<file path="src/rtl/iter_shifter.sv">
// iter_shifter: multi-cycle shifter/rotator with valid/ready handshakes.
// Moves a WIDTH-bit operand by up to STEP bit positions per clock, so long
// shifts take more cycles instead of needing a full barrel shifter.
//
// Ports:
//   clk, rst_n           clock (rising edge), asynchronous active-low reset
//   in_valid / in_ready  request handshake; a, amt, mode sampled on accept
//   a                    operand
//   amt                  unsigned shift amount
//   mode                 000 LSL, 001 ASL, 010 LSR, 011 ASR, 100 ROL, 101 ROR,
//                        110/111 illegal
//   out_valid/out_ready  result handshake; result held stable until taken
//   x                    result
//   carry                last bit shifted/rotated out
//   ovf                  signed overflow (ASL only)
//   zero                 x == 0
//   err                  illegal mode (x passes a through)
module iter_shifter #(
  parameter int unsigned WIDTH = 16,
  parameter int unsigned AMT_W = 16,
  parameter int unsigned STEP  = 4
) (
  input  logic             clk,
  input  logic             rst_n,
  input  logic             in_valid,
  output logic             in_ready,
  input  logic [WIDTH-1:0] a,
  input  logic [AMT_W-1:0] amt,
  input  logic [2:0]       mode,
  output logic             out_valid,
  input  logic             out_ready,
  output logic [WIDTH-1:0] x,
  output logic             carry,
  output logic             ovf,
  output logic             zero,
  output logic             err
);

  // Counter wide enough to hold WIDTH itself.
  localparam int unsigned CW = $clog2(WIDTH + 1);
  localparam int unsigned LW = $clog2(WIDTH);

  localparam logic [2:0] ModeLsl = 3'b000;
  localparam logic [2:0] ModeAsl = 3'b001;
  localparam logic [2:0] ModeLsr = 3'b010;
  localparam logic [2:0] ModeAsr = 3'b011;
  localparam logic [2:0] ModeRol = 3'b100;
  localparam logic [2:0] ModeRor = 3'b101;

  typedef enum logic [1:0] {StIdle, StShift, StDone} state_e;

  state_e           r_state, w_state_d;
  logic [WIDTH-1:0] r_x, w_x_d;
  logic [2:0]       r_mode, w_mode_d;
  logic [CW-1:0]    r_rem, w_rem_d;
  logic             r_carry, w_carry_d;
  logic             r_ovf, w_ovf_d;
  logic             r_zero, w_zero_d;
  logic             r_err, w_err_d;
  // Forces carry to 0 when a plain shift overshoots the operand width.
  logic             r_cclr, w_cclr_d;

  // Accept-time decode of the incoming request.
  logic [31:0]             w_amt_ext;
  logic                    w_is_shift;
  logic                    w_is_rot;
  logic                    w_amt_ge;
  logic                    w_amt_gt;
  logic [CW-1:0]           w_n;
  logic [CW-1:0]           w_ovf_sh;
  logic signed [WIDTH-1:0] w_top;
  logic                    w_ovf_in;

  always_comb begin
    w_amt_ext  = 32'(amt);
    w_is_shift = (mode == ModeLsl) || (mode == ModeAsl) || (mode == ModeLsr) ||
                 (mode == ModeAsr);
    w_is_rot   = (mode == ModeRol) || (mode == ModeRor);
    w_amt_ge   = (w_amt_ext >= WIDTH);
    w_amt_gt   = (w_amt_ext > WIDTH);

    w_n = '0;
    if (w_is_shift) begin
      w_n = w_amt_ge ? CW'(WIDTH) : CW'(w_amt_ext);
    end else if (w_is_rot) begin
      w_n = CW'(w_amt_ext[LW-1:0]);
    end

    // ASL overflows when the top N+1 bits of a disagree: sign-shifting them
    // down to the LSBs must give all zeros or all ones otherwise.
    w_ovf_sh = CW'(WIDTH - 1) - w_n;
    w_top    = $signed(a) >>> w_ovf_sh;
    w_ovf_in = 1'b0;
    if (mode == ModeAsl) begin
      if (w_amt_ge) begin
        w_ovf_in = (a != '0);
      end else begin
        w_ovf_in = !((w_top == '0) || (w_top == '1));
      end
    end
  end

  // One SHIFT step of k = min(STEP, remaining) positions.
  logic [CW-1:0]    w_k;
  logic [CW-1:0]    w_kl;
  logic [CW-1:0]    w_km1;
  logic [WIDTH-1:0] w_sh;
  logic [WIDTH-1:0] w_out;

  always_comb begin
    w_k   = (r_rem < CW'(STEP)) ? r_rem : CW'(STEP);
    w_kl  = CW'(WIDTH) - w_k;
    w_km1 = w_k - CW'(1);
    w_sh  = r_x;
    w_out = '0;
    case (r_mode)
      ModeLsl, ModeAsl: begin
        w_sh  = r_x << w_k;
        w_out = r_x >> w_kl;
      end
      ModeLsr: begin
        w_sh  = r_x >> w_k;
        w_out = r_x >> w_km1;
      end
      ModeAsr: begin
        // r_x[MSB] still equals the original a[MSB], so it is the fill bit.
        w_sh  = $signed(r_x) >>> w_k;
        w_out = r_x >> w_km1;
      end
      ModeRol: begin
        w_sh  = (r_x << w_k) | (r_x >> w_kl);
        w_out = r_x >> w_kl;
      end
      ModeRor: begin
        w_sh  = (r_x >> w_k) | (r_x << w_kl);
        w_out = r_x >> w_km1;
      end
      default: begin
        w_sh  = r_x;
        w_out = '0;
      end
    endcase
  end

  always_comb begin
    w_state_d = r_state;
    w_x_d     = r_x;
    w_mode_d  = r_mode;
    w_rem_d   = r_rem;
    w_carry_d = r_carry;
    w_ovf_d   = r_ovf;
    w_zero_d  = r_zero;
    w_err_d   = r_err;
    w_cclr_d  = r_cclr;

    case (r_state)
      StIdle: begin
        if (in_valid) begin
          w_x_d     = a;
          w_mode_d  = mode;
          w_rem_d   = w_n;
          w_carry_d = 1'b0;
          w_ovf_d   = w_ovf_in;
          w_err_d   = !(w_is_shift || w_is_rot);
          w_cclr_d  = w_amt_gt && (mode != ModeAsr) && w_is_shift;
          w_zero_d  = (a == '0);
          w_state_d = (w_n != '0) ? StShift : StDone;
        end
      end
      StShift: begin
        w_x_d     = w_sh;
        w_carry_d = w_out[0] & ~r_cclr;
        w_zero_d  = (w_sh == '0);
        w_rem_d   = r_rem - w_k;
        if (w_rem_d == '0) begin
          w_state_d = StDone;
        end
      end
      StDone: begin
        if (out_ready) begin
          w_state_d = StIdle;
        end
      end
      default: begin
        w_state_d = StIdle;
      end
    endcase
  end

  always_ff @(posedge clk or negedge rst_n) begin
    if (!rst_n) begin
      r_state <= StIdle;
      r_x     <= '0;
      r_mode  <= '0;
      r_rem   <= '0;
      r_carry <= 1'b0;
      r_ovf   <= 1'b0;
      r_zero  <= 1'b0;
      r_err   <= 1'b0;
      r_cclr  <= 1'b0;
    end else begin
      r_state <= w_state_d;
      r_x     <= w_x_d;
      r_mode  <= w_mode_d;
      r_rem   <= w_rem_d;
      r_carry <= w_carry_d;
      r_ovf   <= w_ovf_d;
      r_zero  <= w_zero_d;
      r_err   <= w_err_d;
      r_cclr  <= w_cclr_d;
    end
  end

  assign in_ready  = (r_state == StIdle);
  assign out_valid = (r_state == StDone);
  assign x         = r_x;
  assign carry     = r_carry;
  assign ovf       = r_ovf;
  assign zero      = r_zero;
  assign err       = r_err;

endmodule

</file>
<file path="config.mk">
export PLATFORM = sky130hd
export DESIGN_NAME = iter_shifter
export DESIGN_NICKNAME = d
export VERILOG_FILES = /design/src/rtl/iter_shifter.sv
export SDC_FILE = /design/constraint.sdc
export NUM_CORES = 1
export LEC_CHECK = 0
export ABC_AREA = 1
export BUFFER_PORTS_ARGS = -buffer_cell sky130_fd_sc_hd__buf_2
export CAP_MARGIN = 20
export CORE_MARGIN = 4
export CORE_UTILIZATION = 60
export DETAILED_ROUTE_END_ITERATION = 10
export GPL_ROUTABILITY_DRIVEN = 0
export PLACE_DENSITY = 0.94
export SLEW_MARGIN = 20
export SYNTH_ARGS = -nofsm -noshare
export SYNTH_HDL_FRONTEND = slang
export SYNTH_SLANG_ARGS = --single-unit
</file>
<file path="constraint.sdc">
create_clock -name clk -period 7.95 [get_ports clk]
set_input_delay 1.59 -clock clk [delete_from_list [all_inputs] [get_ports clk]]
set_output_delay 1.59 -clock clk [all_outputs]
set_load 0.02 [all_outputs]
</file>
==> flow_metrics.py <==
metrics = {
    "synth": {
        "synth.avg_cell_area_um2": 5.240,
        "synth_cell_types": 47,
        "synth_warnings": 0,
        "synth_top_area_cell": "nand2_1",
        "ys_top_cells_by_count": "nand2_1, nand3_1, inv_1, a21oi_1, nor2_1",
        "synthTopCellsByArea": "nand2_1, nand3_1, dfrtp_1",
        "syn_inst": 986,
        "synth_edf_count": 0,
        "yosysMostFrequentCell": "nand2_1",
        "ys.flop_type": "dfrtp_1",
        "synth_top_area_share_pct": 26.16,
        "ys_seq_area_share_pct": 15.02,
        "synth_seq_cells": 31,
        "syn-num-nets": 1028,
        "async_flop_share_pct": 100.0,
        "netlist_area_um2": 5166,
    },
    "clock_network": {
        "post-cts-setup-buffers": 0,
        "cts_max_level": 2,
        "cts_root_buf": "clkbuf_8",
        "cts_made_buffers": 5,
        "cts.sinks": 31,
        "clk_pin_slew_ns": 0.07,
        "cts_resized": 0,
        "cts_buffer_depth": 2,
        "cts_tree": "done",
        "hold_buffers": 0,
        "clk-insertion-delay-late_ns": 0.29,
    },
    "global_routing": {
        "antenna_found_initial": 0,
        "grt_usage_pct": 34.77,
        "grt_max_degree": 38,
        "grt_pass1_wl_mm": 28.98,
        "grt_pass1_vias": 6098,
        "overflow": 0,
    },
    "cells_and_area": {
        "fin_area_um2": 5474,
        "antennaDiodeCount": 0,
        "area_growth_pct": 5.958,
        "fin_nets": 1054,
        "drive_gt1_share_pct": 10.17,
        "utilization_pct": 65.96,
    },
    "placement": {
        "hpwl_mm": 13.32,
        "port_buffers": 60,
        "placed_area_um2": 5389,
    },
    "sta": {
        "fmax_mhz": 191.5,
        "finalHoldViolCount": 0,
        "worst_pin_slew_ns": 1.060,
        "fin_crit_ns": 5.221,
        "fin_skew_ns": 0.007320,
        "drv_slew": 0,
        "whs_ns": 0.4965,
        "fin_crit_sh_pct": 65.67,
        "max_slew_margin_pct": 29.28,
        "setup_viol": 0,
        "fin_setup_tns_ns": 0,
        "rsz0062_at_grt": "no",
    },
    "setup_path": {
        "worstPathMaxFanout": 37,
        "start_kind": "flop",
        "crit_path_end_kind": "flop",
        "cp.required_ns": 8.16,
        "arrival_ns": 5.44,
        "worstSetupPathType": "reg -> reg",
    },
    "floorplan": {
        "die_area_um2": 10160,
        "die_h_um": 100.8,
        "rows": 33,
        "core_area_um2": 8299,
        "start_util_pct": 62.25,
        "chipWidth_um": 100.8,
        "io_pins": 61,
    },
    "power_and_ir_drop": {
        "power.share.clock_pct": 4.8,
        "combPwrFrac_pct": 83.0,
        "power.internal_mw": 0.9274,
        "p_switching_mw": 1.699,
        "cellPowerDensity_nw_per_um2": 479.8,
        "power.share.switching_pct": 64.69,
        "seqPwrFrac_pct": 12.3,
        "p_leak_nw": 2.901,
        "peakVddDrop_mv": 0.2534,
    },
    "flow_run": {
        "maxCapViolCount": 0,
    },
    "route": {
        "ant_nets": 0,
        "drc": 0,
        "vias_per_cell": 6.409,
        "drtIter0Drc": 1369,
        "vias": 7165,
        "wl_mm": 17.98,
        "first_pass_iters": 10,
        "wl_per_cell_um": 16.08,
    },
    "min_path": {
        "holdCritPathClass": "reg -> reg",
    },
    "status": {
        "outcome": "finished clean",
    },
}
worst paths after layout:
kind,startpoint,to,slack [ns],depth (start not counted)
max,r_rem[3]$_DFFE_PN0P_,zero$_DFFE_PN0P_,2.73,19
min,err$_DFFE_PN0P_,err$_DFFE_PN0P_,0.50,2
max reg2reg,r_rem[3]$_DFFE_PN0P_,zero$_DFFE_PN0P_,2.73,19
min reg2reg,err$_DFFE_PN0P_,err$_DFFE_PN0P_,0.50,2
max in group asynchronous,rst_n,x[1]$_DFFE_PN0P_,6.15,1
min in group asynchronous,rst_n,x[15]$_DFFE_PN0P_,1.34,1
final cells by class:
class,count,area [µm²]
multi-input cells,811,3776
flip-flops and latches,31,775.7
clock buffers,6,72.57
repair buffers,65,337.8
fillers,729,2825
well taps,105,131.4
clock inverters,2,12.51
inverters,98,367.9
cells in the final DEF, fill, tap and decap left out, types with 2 or more instances in the layout:
cell type and count:
nand2_1 360, nand3_1 192, inv_1 86, buf_2 60
a21oi_1 59, nor2_1 55, o21ai_0 42, dfrtp_1 31
o22ai_1 16, o211ai_1 16, nand4_1 10, nand2_2 9
inv_2 8, o21ai_1 6, nor3_1 6, clkbuf_8 5
buf_4 5, nor2_2 4, clkinv_1 4, ha_1 3
a211oi_1 2, nand3_2 2, nor4_1 2, nor3b_1 2
nor2_4 2, or2_1 2, nand3b_1 2, conb_1 2
routing by layer:
layer	vias up	track usage, %	routed length [µm]
met5	-	0	0
met4	0	14.92	952
met2	717	50.78	7383
li1	3324	-	-
met3	129	8.581	2990
met1	2995	48.48	6654
registers in the layout, summed over array words and instances, names as in the netlist:
| name | count |
|---|---|
| ovf | 1 |
| r_rem | 5 |
| x | 16 |
| r_mode | 3 |
| r_state | 2 |
| r_cclr | 1 |
| err | 1 |
| carry | 1 |
| zero | 1 |
logic make-up after synthesis:
| kind of cell | after synthesis | share of synthesized area (%) |
|---|---|---|
| simple gates | 653 | 55.19 |
| compound gates | 152 | 16.86 |
| buf+inv | 144 | 11.89 |
| flops | 31 | 15.02 |
| fa+ha+maj | 3 | 0.7266 |
| other cells | 2 | 0.1454 |
| xor+xnor | 1 | 0.1696 |
through the flow:
stage               total power, mW  cells  setup WS [ns]
floorplan                     1.880    986          4.606
global placement              2.332   1110          3.243
detailed placement            2.364   1110          3.099
CTS                           2.506   1118          3.069
global route                  2.827   1118          2.492
finish                        2.627   1118          2.729
power groups by stage:
stage	Sequential [mW]	Combinational, mW	Clock (mW)
after floorplan	0.363	1.52	0
after global placement	0.316	2.02	0
after detailed placement	0.321	2.04	0
after CTS	0.319	2.06	0.125
after global routing	0.329	2.37	0.132
final	0.322	2.18	0.125
critical path, cell delays in order (launching register included):
cell	delay, ns
dfrtp_1	0.41
nor2_2	0.14
nand2_2	0.41
nor2_2	0.92
clkinv_1	0.54
ha_1	0.42
buf_4	0.25
inv_1	0.71
nand3_1	0.21
nand3_1	0.14
nand2_1	0.06
nand2_1	0.06
nand2_1	0.05
o21ai_1	0.28
nand2_1	0.08
nor2_1	0.09
nand2_1	0.05
nor2_1	0.08
nand3_1	0.07
a21oi_1	0.12
Note: power is estimated with default switching activity, not from simulation.
